--- src/rtl/cordic_step_sequencer.sv ---
// cordic_step_sequencer: after one start pulse, streams the per-iteration
// angle constant (delta_z) and shift index for a full CORDIC run in linear,
// circular or hyperbolic mode, over a valid/ready handshake.
//
// state  | meaning
// -------+-------------------------------------------------------------
// S_IDLE | waiting for start; outputs quiet, err pulses on mode = 3
// S_RUN  | presenting a beat; advances only on out_valid && out_ready
module cordic_step_sequencer #(
  parameter int DATA_WIDTH  = 16,
  parameter int ITERATIONS  = 16,
  parameter int SHIFT_WIDTH = 5
) (
  input  logic                   clk,
  input  logic                   rst,
  input  logic                   start,
  input  logic [1:0]             mode,
  output logic                   busy,
  output logic                   out_valid,
  input  logic                   out_ready,
  output logic [DATA_WIDTH-1:0]  delta_z,
  output logic [SHIFT_WIDTH-1:0] shift,
  output logic                   last,
  output logic                   done,
  output logic                   err
);

  typedef enum logic {S_IDLE, S_RUN} state_t;

  localparam logic [1:0] M_LIN  = 2'd0;
  localparam logic [1:0] M_CIRC = 2'd1;
  localparam logic [1:0] M_HYP  = 2'd2;
  localparam logic [1:0] M_RSV  = 2'd3;

  // Q2.30 master values are reduced to Q2.(DATA_WIDTH-2) by a rounded right shift.
  localparam int          RED_SH   = 32 - DATA_WIDTH;
  localparam logic [32:0] RND_HALF = (RED_SH > 0) ? (33'd1 << ((RED_SH > 0) ? RED_SH - 1 : 0)) : 33'd0;

  // Q2.30 master table. Beyond i = 9 the cubic term of atan/atanh rounds away,
  // so both collapse onto the linear 2^-i entry.
  function automatic logic [31:0] master_angle(input logic [1:0] m, input logic [SHIFT_WIDTH-1:0] i);
    logic [31:0] pow2;
    pow2 = (int'(i) >= 31) ? 32'd1 : (32'h4000_0000 >> i);
    master_angle = pow2;
    if (m == M_CIRC) begin
      case (int'(i))
        0:       master_angle = 32'h3243_F6A9;
        1:       master_angle = 32'h1DAC_6705;
        2:       master_angle = 32'h0FAD_BAFD;
        3:       master_angle = 32'h07F5_6EA7;
        4:       master_angle = 32'h03FE_AB77;
        5:       master_angle = 32'h01FF_D55C;
        6:       master_angle = 32'h00FF_FAAB;
        7:       master_angle = 32'h007F_FF55;
        8:       master_angle = 32'h003F_FFEB;
        9:       master_angle = 32'h001F_FFFD;
        31:      master_angle = 32'h0000_0000;
        default: master_angle = pow2;
      endcase
    end else if (m == M_HYP) begin
      case (int'(i))
        0:       master_angle = 32'h0000_0000;  // atanh(1) diverges; never emitted
        1:       master_angle = 32'h2327_D4F5;
        2:       master_angle = 32'h1058_AEFB;
        3:       master_angle = 32'h080A_C48E;
        4:       master_angle = 32'h0401_5623;
        5:       master_angle = 32'h0200_2AB1;
        6:       master_angle = 32'h0100_0556;
        7:       master_angle = 32'h0080_00AB;
        8:       master_angle = 32'h0040_0015;
        9:       master_angle = 32'h0020_0003;
        default: master_angle = pow2;
      endcase
    end
  endfunction

  // Tiny angles still have to nudge z, so the constant never drops below 1 LSB.
  function automatic logic [DATA_WIDTH-1:0] step_angle(input logic [1:0] m, input logic [SHIFT_WIDTH-1:0] i);
    logic [DATA_WIDTH-1:0] r;
    r = DATA_WIDTH'(({1'b0, master_angle(m, i)} + RND_HALF) >> RED_SH);
    if ((int'(i) > DATA_WIDTH - 2) || (r == '0)) r = DATA_WIDTH'(1);
    return r;
  endfunction

  state_t                 state_q, state_d;
  logic [1:0]             mode_q, mode_d;
  logic [SHIFT_WIDTH-1:0] idx_q, idx_d;
  logic [SHIFT_WIDTH-1:0] beat_q, beat_d;
  logic [6:0]             rpt_q, rpt_d;
  logic                   dup_q, dup_d;
  logic                   busy_q, busy_d;
  logic                   out_valid_q, out_valid_d;
  logic [DATA_WIDTH-1:0]  delta_z_q, delta_z_d;
  logic [SHIFT_WIDTH-1:0] shift_q, shift_d;
  logic                   last_q, last_d;
  logic                   done_q, done_d;
  logic                   err_q, err_d;

  logic                   hyp_rpt_hit;
  logic [SHIFT_WIDTH-1:0] nxt_idx;
  logic                   nxt_dup;
  logic [1:0]             step_mode;
  logic [SHIFT_WIDTH-1:0] step_idx;
  logic [DATA_WIDTH-1:0]  step_dz;

  // Next-state and next-beat computation; the beat that will be presented
  // after this edge is looked up here so every output leaves a flop.
  always_comb begin
    state_d     = state_q;
    mode_d      = mode_q;
    idx_d       = idx_q;
    beat_d      = beat_q;
    rpt_d       = rpt_q;
    dup_d       = dup_q;
    busy_d      = busy_q;
    out_valid_d = out_valid_q;
    delta_z_d   = delta_z_q;
    shift_d     = shift_q;
    last_d      = last_q;
    done_d      = 1'b0;
    err_d       = 1'b0;

    // Hyperbolic convergence needs indices 4, 13, 40, ... (k -> 3k+1) twice.
    hyp_rpt_hit = (mode_q == M_HYP) && (int'(idx_q) == int'(rpt_q));
    nxt_idx     = idx_q + SHIFT_WIDTH'(1);
    nxt_dup     = 1'b0;
    if (hyp_rpt_hit && !dup_q) begin
      nxt_idx = idx_q;
      nxt_dup = 1'b1;
    end

    step_mode = mode_q;
    step_idx  = nxt_idx;
    if (state_q == S_IDLE) begin
      step_mode = mode;
      step_idx  = (mode == M_HYP) ? SHIFT_WIDTH'(1) : '0;
    end
    step_dz = step_angle(step_mode, step_idx);

    if (state_q == S_IDLE) begin
      if (start) begin
        if (mode == M_RSV) begin
          err_d = 1'b1;
        end else begin
          state_d     = S_RUN;
          mode_d      = mode;
          idx_d       = step_idx;
          beat_d      = '0;
          rpt_d       = 7'd4;
          dup_d       = 1'b0;
          busy_d      = 1'b1;
          out_valid_d = 1'b1;
          delta_z_d   = step_dz;
          shift_d     = step_idx;
          last_d      = (ITERATIONS == 1);
        end
      end
    end else if (out_valid_q && out_ready) begin
      if (last_q) begin
        state_d     = S_IDLE;
        busy_d      = 1'b0;
        out_valid_d = 1'b0;
        last_d      = 1'b0;
        done_d      = 1'b1;
      end else begin
        idx_d     = nxt_idx;
        dup_d     = nxt_dup;
        if (hyp_rpt_hit && dup_q) rpt_d = 7'(3 * int'(rpt_q) + 1);
        beat_d    = beat_q + SHIFT_WIDTH'(1);
        delta_z_d = step_dz;
        shift_d   = nxt_idx;
        last_d    = (int'(beat_q) + 1 == ITERATIONS - 1);
      end
    end
  end

  // State and output registers with synchronous reset.
  always_ff @(posedge clk) begin
    if (rst) begin
      state_q     <= S_IDLE;
      mode_q      <= M_LIN;
      idx_q       <= '0;
      beat_q      <= '0;
      rpt_q       <= 7'd4;
      dup_q       <= 1'b0;
      busy_q      <= 1'b0;
      out_valid_q <= 1'b0;
      delta_z_q   <= '0;
      shift_q     <= '0;
      last_q      <= 1'b0;
      done_q      <= 1'b0;
      err_q       <= 1'b0;
    end else begin
      state_q     <= state_d;
      mode_q      <= mode_d;
      idx_q       <= idx_d;
      beat_q      <= beat_d;
      rpt_q       <= rpt_d;
      dup_q       <= dup_d;
      busy_q      <= busy_d;
      out_valid_q <= out_valid_d;
      delta_z_q   <= delta_z_d;
      shift_q     <= shift_d;
      last_q      <= last_d;
      done_q      <= done_d;
      err_q       <= err_d;
    end
  end

  assign busy      = busy_q;
  assign out_valid = out_valid_q;
  assign delta_z   = delta_z_q;
  assign shift     = shift_q;
  assign last      = last_q;
  assign done      = done_q;
  assign err       = err_q;

endmodule

--- config.mk ---
export PLATFORM = sky130hd
export DESIGN_NAME = cordic_step_sequencer
export DESIGN_NICKNAME = d
export VERILOG_FILES = /design/src/rtl/cordic_step_sequencer.sv
export SDC_FILE = /design/constraint.sdc
export NUM_CORES = 1
export LEC_CHECK = 0
export BUFFER_PORTS_ARGS = -buffer_cell sky130_fd_sc_hd__clkbuf_2
export CORE_MARGIN = 5
export CORE_UTILIZATION = 55
export DETAILED_ROUTE_END_ITERATION = 6
export PLACE_DENSITY = 0.77
export SLEW_MARGIN = 10
export SYNTH_ARGS = -nofsm -noshare
export SYNTH_HDL_FRONTEND = slang
export SYNTH_SLANG_ARGS = --single-unit
--- constraint.sdc ---
create_clock -name clk -period 3.9 [get_ports clk]
set_input_delay 0.78 -clock clk [delete_from_list [all_inputs] [get_ports clk]]
set_output_delay 0.78 -clock clk [all_outputs]
set_load 0.005 [all_outputs]
Word level (Yosys, flattened, before mapping). Index checks and enable logic that the tools add are counted.

Add/subtract/negate cells: 5. Multipliers: 1. Order comparisons: 2. Equality and inequality tests: 22. Shift-type cells: 1. Muxes and demuxes: 52. Bitwise logic cells: 4. Reductions and logical operators: 16.

Operators by type and width (count): one-hot mux 32 bit (11 select lines) (1); one-hot mux 32 bit (10 select lines) (1); two-way mux 16 bit (6); two-way mux 32 bit (3); two-way mux 5 bit (12); two-way mux 7 bit (6); adder 32 x 16 -> 32 bit (second input constant) (1); >> shifter 31 x 5 -> 32 bit (first input constant) (1); two-way mux 1 bit (22); == test 5 x 3 -> 1 bit (second input constant) (4); logical NOT 16 bit (1); adder 5 x 1 -> 5 bit (second input constant) (2); == test 5 x 2 -> 1 bit (second input constant) (2); == test 5 x 4 -> 1 bit (second input constant) (2); == test 2 bit (second input constant) (4); AND reduction 4 bit (2); adder 7 x 1 -> 7 bit (second input constant) (1); == test 6 x 7 -> 1 bit (1); multiplier 2 x 7 -> 7 bit (first input constant) (1); adder 5 x 1 -> 6 bit (second input constant) (1); == test 6 x 4 -> 1 bit (second input constant) (1); != test 2 x 1 -> 1 bit (second input constant) (3); AND reduction 3 bit (2); OR reduction 3 bit (2); 14 further kinds (21).

Bits in registers: 41. Input bits: 6. Output and inout bits: 26. Logic and storage cells: 114.

Logic depth before layout (Yosys ltp). Gate-level depths: netlist (run 1).

Depth after elaboration: 17. Mapped depth: 18. Depth with buffers taken out: 16.

Worst setup path before layout (run 1). Ideal clock, no wire load.

Path kind: reg2reg. Start point: register mode_q[0]. End point: register delta_z_q[0], in the netlist delta_z[0]. Setup time: 0.078 ns. Arrival time: 3.893 ns. Required time: 3.822 ns. Setup slack: -0.071 ns. Cell stages (with the launch flop): 15. Buffers on the path: 0. Clock period less this slack: 3.971 ns. Cells stage by stage: dfxtp_1 -> or4b_4 -> nor3_4 -> nand2_4 -> mux2_2 -> a31oi_1 -> a31oi_1 -> or3b_1 -> and2_1 -> ha_1 -> a221oi_1 -> nand2b_1 -> a2111oi_0 -> a41oi_1 -> nor3_1.

Longest elaborated chain between the ends: 17. Elaborated cells on any way between the ends: 36. Those cells by class: 1 x add/sub; 2 x order compare; 13 x eq/ne; 1 x shift; 14 x mux; 5 x reduce/logical.

RTL lines: start, declared (RTL line 86) `logic [1:0] mode_q, mode_d;`; start signal, assigned (RTL line 195) `mode_q <= mode_d;`; == test 2 bit (RTL line 124) `hyp_rpt_hit = (mode_q == M_HYP) && (int'(idx_q) == int'(rpt_q));`; logical AND 1 bit (RTL line 124); logical AND 1 bit (RTL line 127) `if (hyp_rpt_hit && !dup_q) begin`; two-way mux 5 bit (RTL line 127); two-way mux 5 bit (RTL line 134) `if (state_q == S_IDLE) begin`; >> shifter 31 x 5 -> 32 bit or >= comparator 5 bit (tied branches) (RTL line 43) `pow2 = (int'(i) >= 31) ? 32'd1 : (32'h4000_0000 >> i);`; two-way mux 32 bit (RTL line 43); one-hot mux 32 bit (10 select lines) (RTL line 61) `case (int'(i))`; two-way mux 32 bit (RTL line 60) `end else if (m == M_HYP) begin`; two-way mux 32 bit (RTL line 45) `if (m == M_CIRC) begin`; adder 32 x 16 -> 32 bit (RTL line 80) `r = DATA_WIDTH'(({1'b0, master_angle(m, i)} + RND_HALF) >> RED_SH);`; logical NOT 16 bit (RTL line 81) `if ((int'(i) > DATA_WIDTH - 2) || (r == '0)) r = DATA_WIDTH'(1);`; logical OR 1 bit (RTL line 81); two-way mux 16 bit * (RTL line 81); two-way mux 16 bit (on tied branches) (RTL line 142, 159); two-way mux 16 bit (on tied branches) (RTL line 141, 158); two-way mux 16 bit * (RTL line 140) `if (state_q == S_IDLE) begin`; end signal, assigned (RTL line 202) `delta_z_q <= delta_z_d;`; end, declared (RTL line 93) `logic [DATA_WIDTH-1:0] delta_z_q, delta_z_d;`.

Mark *: on every way between the ends. The rest lies on a longest branch, timed or not. The select of a mux whose other input is x is not followed. A chain may end at the register's enable or synchronous reset.

Worst setup path in the final report (run 1). Same ends and word-level chain as after synthesis.

==> results of run 1 <==
==> kinds of logic after synthesis <==
| kind of cell | synth area share (%) |
|---|---|
| AO/OA/AOI/OAI | 32.1 |
| XOR/XNOR | 5.28 |
| adder cells (fa/ha/maj) | 3.98 |
| buffers and inverters | 4.76 |
| flip-flops | 22.5 |
| multiplexers | 3.33 |
| AND/OR/NAND/NOR | 28.0 |
==> cell usage after synthesis (10+ instances only) <==
library cell	number	share of area, %
inv_1	11	1.1
a21oi_1	42	5.8
ha_1	10	3.4
nor2_1	63	6.5
clkbuf_1	19	2.0
a22oi_1	10	2.1
xnor2_1	14	3.4
o21ai_0	15	2.1
dfxtp_1	41	22
nand3_1	11	1.5
nand2_1	39	4.0
nor3_1	18	2.5
==> registers in the layout, indices dropped and copies added (netlist names) <==
name / count
shift: 5
beat_q: 5
mode_q: 2
delta_z: 16
err: 1
dup_q: 1
rpt_q: 7
last: 1
state_q: 1
out_valid: 1
done: 1
==> worst paths after layout <==
path / startpoint / to / slack, ns / depth (start not counted)
worst min-delay path: delta_z[8]$_SDFFE_PP0P_ / delta_z[8]$_SDFFE_PP0P_ / 0.46 / 2
worst max-delay path: mode_q[0]$_SDFFE_PP0P_ / delta_z[0]$_SDFFE_PP0P_ / -0.22 / 16
worst min register to register: delta_z[8]$_SDFFE_PP0P_ / delta_z[8]$_SDFFE_PP0P_ / 0.46 / 2
worst max register to register: mode_q[0]$_SDFFE_PP0P_ / delta_z[0]$_SDFFE_PP0P_ / -0.22 / 16
==> stage by stage <==
step	area, um^2	TNS [ns]	utilization, %
floorplan	3680	0	-
global placement	4570	-0.0508	71.6
finish	5220	-0.306	81.8
CTS	4850	0	76.0
detailed placement	4570	-0.249	71.6
global route	5220	-1.20	81.8
==> where the power goes <==
part / switching (mW) / total [mW] / internal, mW
registers: 0.0144 / 0.451 / 0.437
clock network: 0.159 / 0.351 / 0.192
logic: 0.318 / 0.545 / 0.227
total: 0.491 / 1.35 / 0.856
==> worst max-delay path, delay by kind of cell, from the launching register on <==
kind	cells	cell delay (ns)
buffers and inverters	5	0.73
AOI/OAI and AO/OA	4	0.94
DFF	1	0.33
and+or+nand+nor	7	2.03
==> metal layers <==
layer | vias to the layer above | routed length, um | GRT usage, % | share of wire [%]
met3 | 87 | 1300 | 3.88 | 9.0
met2 | 360 | 6780 | 51.3 | 47
met4 | 0 | 785 | 15.3 | 5.4
li1 | 2072 | - | - | -
met5 | - | 0 | 0 | 0
met1 | 2200 | 5630 | 40.6 | 39
==> final cells by class <==
cell class                 instances  area, um^2
clock buffer                       6        72.6
clock inverter                     2        38.8
fill                             378        1160
inverter                          11        41.3
multi-input combinational        399        3010
sequential                        41         823
tap                               77        96.3
timing repair buffer             158        1140
==> what timing repair did <==
action                     in CTS  in global routing
pin swaps                      13                 30
setup endpoints to repair       2                  8
hold buffers                    0                  0
resized for setup              17                 56
buffers inserted               10                 13
==> impl_results.md, run 1 <==
- Final HPWL DP: around 10000 um
- Tot Pwr: between 1 and 1.5 mW
- Die Y-Extent: about 90 um
- Drt first pass iters: 7
- Initial Util: a little under three fifths
- Number of synthesized flops with an enable pin: 0
- Synthesized net count: 498
- RSZ-0062 raised after global routing: yes
- Crit-path max FO: 5
- CP Cell Sequence: or4b_4, nor3_4, buf_6, nand2_4, buf_4, buf_4, o21ai_4, buf_6, buf_4, nand2_1, nor3_1, o221ai_2, or3_4, o211ai_1, a41oi_2, nor3_2
- Netlist Area Pre-Place: between 0.003 and 0.004 mm^2
- Clock root buffer: clkbuf_8
- Clk slew on worst S/H paths: 0.09 ns
- Element type at the critical path end: flop
- Final net count: 633
- Synth Area per Inst: 7.59 um^2
- Final min period: between 4 and 5 ns
- Synth Warn #: 0
- Final wirelength: between 10,000 and 15,000 um
- Core ar.: about 0.0064 mm^2
- Crit path kind: flop to flop
- Clock sink count: roughly 40
- First-pass GRT wire length: around 22,000 um
- Rows: 29
- Setup WS pre-CTS: -0.249 ns
- Hold crit path type: flop to flop
- Critical Path Slowest Stage Cell: or4b_4
- Ys flop type: dfxtp_1
- CTS buffer count: 5
- Critical Path Start Type: flop
- Crit path top cell by count: buf_4
- Final setup viols: 2
- Slew margin rel.: 46.3%
- CTS H-Tree Depth: 2
- Status: complete, but fails checks
- Seq cells post-synth: 41
- Final worst-path cycle share: 106%
- Vias in the first global route: about 4,300
- Crit path DAT: ~4.3 ns
- Num ports: 32
- Die width: slightly above 90 um
- Initial antenna violation count: 0
- Die footprint: approximately 0.0084 mm^2
- Mapped Cells: around 480
- CP required: 4.12 ns
- Post-route DRC: 0
- Placed cell count: approximately 660
- FFs w/ async S/R, synth: 0%
- Clock insertion delay at the later pin of the skew report: 0.30 ns
- Port Buffer Count: 31
- Least-Margin Pin Slew: 0.805 ns
- Critical Path Max Stage Delay: around 0.6 ns
- Drt initial violations: approximately 520
- DRT antenna net count: 0
- Layout Cells excl Fill: 694
- Commonest non-fill, non-tap cell in the layout: buf_4
- Antenna Cells: 0
- Area growth syn-to-layout: 43.1%
- Netlist cell types: 86
- Pwr/cell area: 258 mW/mm^2
- Failing checks: negative setup slack
- Longest Clk Path Bufs: 2
- WL/cell: around 21 um
- Final slew viol count: 0
- Lkg Pwr: 2.09 nW
- Hold_ws: between 0.4 and 0.5 ns
- Post-synthesis sequential area ratio: 22.5%
- Commonest cells after routing, fill and taps aside: buf_4 (119), nor2_1 (58), a21oi_1 (41)
- TritonCTS clock tree: built
- Max-cap violations: 0
- Layout cells sized above 1: between 40% and 50%
- DR vias/cell: between 6 and 7
- DR vias: ~4,700
- Peak VDD IR: between 300 and 400 uV
- Final hold vios: 0
- Max Fclk: approximately 240 MHz
- Largest net degree at the start of global routing: 42
- Clock skew: 0.00884 ns
- Grt ovf: 0
- Final worst slack: -0.219 ns
- RePlAce Congestion: between 1 and 1.5
- GR Util All Layers: between 30% and 40%
No activity file was read; power rests on OpenSTA's default activity.
==> run 2: changes to the inputs <==
--- a/config.mk
+++ b/config.mk
@@ -9,7 +9,7 @@
 export CORE_MARGIN = 5
 export CORE_UTILIZATION = 55
 export DETAILED_ROUTE_END_ITERATION = 6
-export PLACE_DENSITY = 0.77
+export PLACE_DENSITY = 0.74
 export SLEW_MARGIN = 10
 export SYNTH_ARGS = -nofsm -noshare
 export SYNTH_HDL_FRONTEND = slang
==> constraint.sdc (replaced) <==
create_clock -name clk -period 4.05 [get_ports clk]
set_input_delay 0.405 -clock clk [delete_from_list [all_inputs] [get_ports clk]]
set_output_delay 0.405 -clock clk [all_outputs]
set_load 0.005 [all_outputs]
==> run 2 against run 1 <==
Compared with the run above: design area decreased by 15%; critical path type unchanged; clock skew shrank 0.0032 ns; first-iteration DRC count decreased by 31%; sequential power down 4%; flip-flop and latch count unchanged; routed wire length is 16% lower; combinational power shrank 24%; total power decreased by 15%; the flow now finishes without violations; register-to-register slack better by 0.37 ns; critical path depth up 1; core utilization down 13 points; setup slack improved by 0.37 ns.
==> impl_results.md, run 2 (same netlist as run 1, synthesis figures left out) <==
- Peak VDD IR: 239 uV
- Crit path kind: flop to flop
- Worst Hold Path Cells: 3
- Clock insertion delay at the later pin of the skew report: about 0.3 ns
- Die Y-Extent: 91.5 um
- Rows: 29
- CTS buffer count: 5
- Clock root buffer: clkbuf_8
- Hold crit path type: input pin to flop
- Setup WS pre-CTS: -0.0557 ns
- Commonest non-fill, non-tap cell in the layout: nor2_1
- Die width: between 90 and 100 um
- DR vias: 4,138
- Final worst slack: 0.147 ns
- Final net count: between 500 and 600
- Hold_ws: around 0.35 ns
- Final min period: about 3.9 ns
- Core ar.: about 0.0064 mm^2
- Status: completed
- Post-CTS Hold Buffers: 0
- Number of flip-flops in the largest register: 16
- Clock skew: 0.00564 ns
- Fin util: 69.1%
- Slew margin rel.: between 40% and 50%
- Die footprint: about 0.0084 mm^2
- Final wirelength: around 12,000 um
- Tot Pwr: around 1.2 mW
- Least-Margin Pin Slew: about 0.83 ns
- Reg2reg path depth: 17
- First-pass GRT wire length: between 15,000 and 20,000 um
- DRT antenna net count: 0
- CP required: around 4.2 ns
- Element type at the critical path end: flop
- Crit-path max FO: 10
- Pwr/cell area: roughly 260 mW/mm^2
- Commonest cells after routing, fill and taps aside: nor2_1 (62), buf_4 (60), a21oi_1 (42)
- Final setup viols: 0
- Max Fclk: 256 MHz
- Final worst-path cycle share: between 90% and 100%
- Max-cap violations: 0
- Longest Clk Path Bufs: 2
- Post-route DRC: 0
- Final HPWL DP: 9170 um
- TritonCTS clock tree: built
- Final hold vios: 0
- Initial antenna violation count: 0
- Final slew viol count: 0
- Area growth syn-to-layout: 20.9%
- Clock sink count: between 40 and 50
- Lkg Pwr: approximately 1.7 nW
- WL/cell: just under 20 um
- RePlAce Congestion: roughly 1.0
- Antenna Cells: 0
- Layout cells sized above 1: roughly 27%
- Largest net degree at the start of global routing: 42
- DR vias/cell: ~6.6
- CTS H-Tree Depth: 2
- Num ports: 32
- Critical Path Start Type: flop
- Clk slew on worst S/H paths: 0.10 ns
- Crit path DAT: between 4 and 5 ns
- Initial Util: a little under three fifths
- Drt first pass iters: 5
- Grt ovf: 0
- Port Buffer Count: 31
- Vias in the first global route: 3,860
- Drt initial violations: 355
- GR Util All Layers: between 20 and 30%
## run 2: metrics by stage
stage               cell area, um^2  setup TNS, ns  cells
floorplan                      3650              0    481
global placement               4150              0    610
detailed placement             4150        -0.0557    610
CTS                            4270              0    620
global route                   4410        -0.0758    627
finish                         4410              0    627
## run 2: layer usage
metal / vias up / GRT usage, % / share of wire (%)
li1: 1947 / - / -
met1: 1949 / 36.8 / 42
met2: 207 / 47.3 / 48
met3: 35 / 5.04 / 7.1
met4: 0 / 6.48 / 2.5
met5: - / 0 / 0
## run 2: final cells by class
class | count | area, um^2
Clock buffer | 5 | 68.8
Clock inverter | 3 | 28.8
Fill cell | 564 | 1970
Inverter | 11 | 41.3
Multi-Input combinational cell | 399 | 2750
Sequential cell | 41 | 821
Tap cell | 77 | 96.3
Timing Repair Buffer | 91 | 606
## run 2: worst max-delay path: stages (launching register included)
cell and delay, ns:
dfxtp_1 0.35, or4b_4 0.59, nor3_4 0.24, buf_4 0.16, nand2_4 0.09, buf_4 0.21, o21ai_2 0.23, buf_4 0.23
nand3_1 0.12, a32oi_1 0.25, and2_1 0.17, ha_1 0.15, inv_1 0.09, buf_4 0.16, nor3_2 0.28, a21oi_1 0.11
o21ai_1 0.21, a21oi_1 0.10
## run 2: repair_timing
action / 4_1_cts / 5_1_grt
buffers inserted: 2 / 7
pin swaps: 1 / 5
endpoints found under the setup margin: 1 / 4
resized for setup: 1 / 18
## run 2: power by group
group,internal (mW),switching [mW],leakage [nW],total (mW)
clock network,0.130,0.175,0.0511,0.306
logic,0.165,0.247,1.32,0.412
registers,0.421,0.0133,0.333,0.434
total,0.716,0.436,1.70,1.15
## run 2: worst paths after layout
kind	start	endpoint	slack [ns]
setup / recovery	rpt_q[6]$_SDFFE_PP0P_	delta_z[7]$_SDFFE_PP0P_	0.15
hold / removal	start	err$_SDFF_PP0_	0.35
setup reg to reg	rpt_q[6]$_SDFFE_PP0P_	delta_z[7]$_SDFFE_PP0P_	0.15
hold reg to reg	delta_z[4]$_SDFFE_PP0P_	delta_z[4]$_SDFFE_PP0P_	0.47
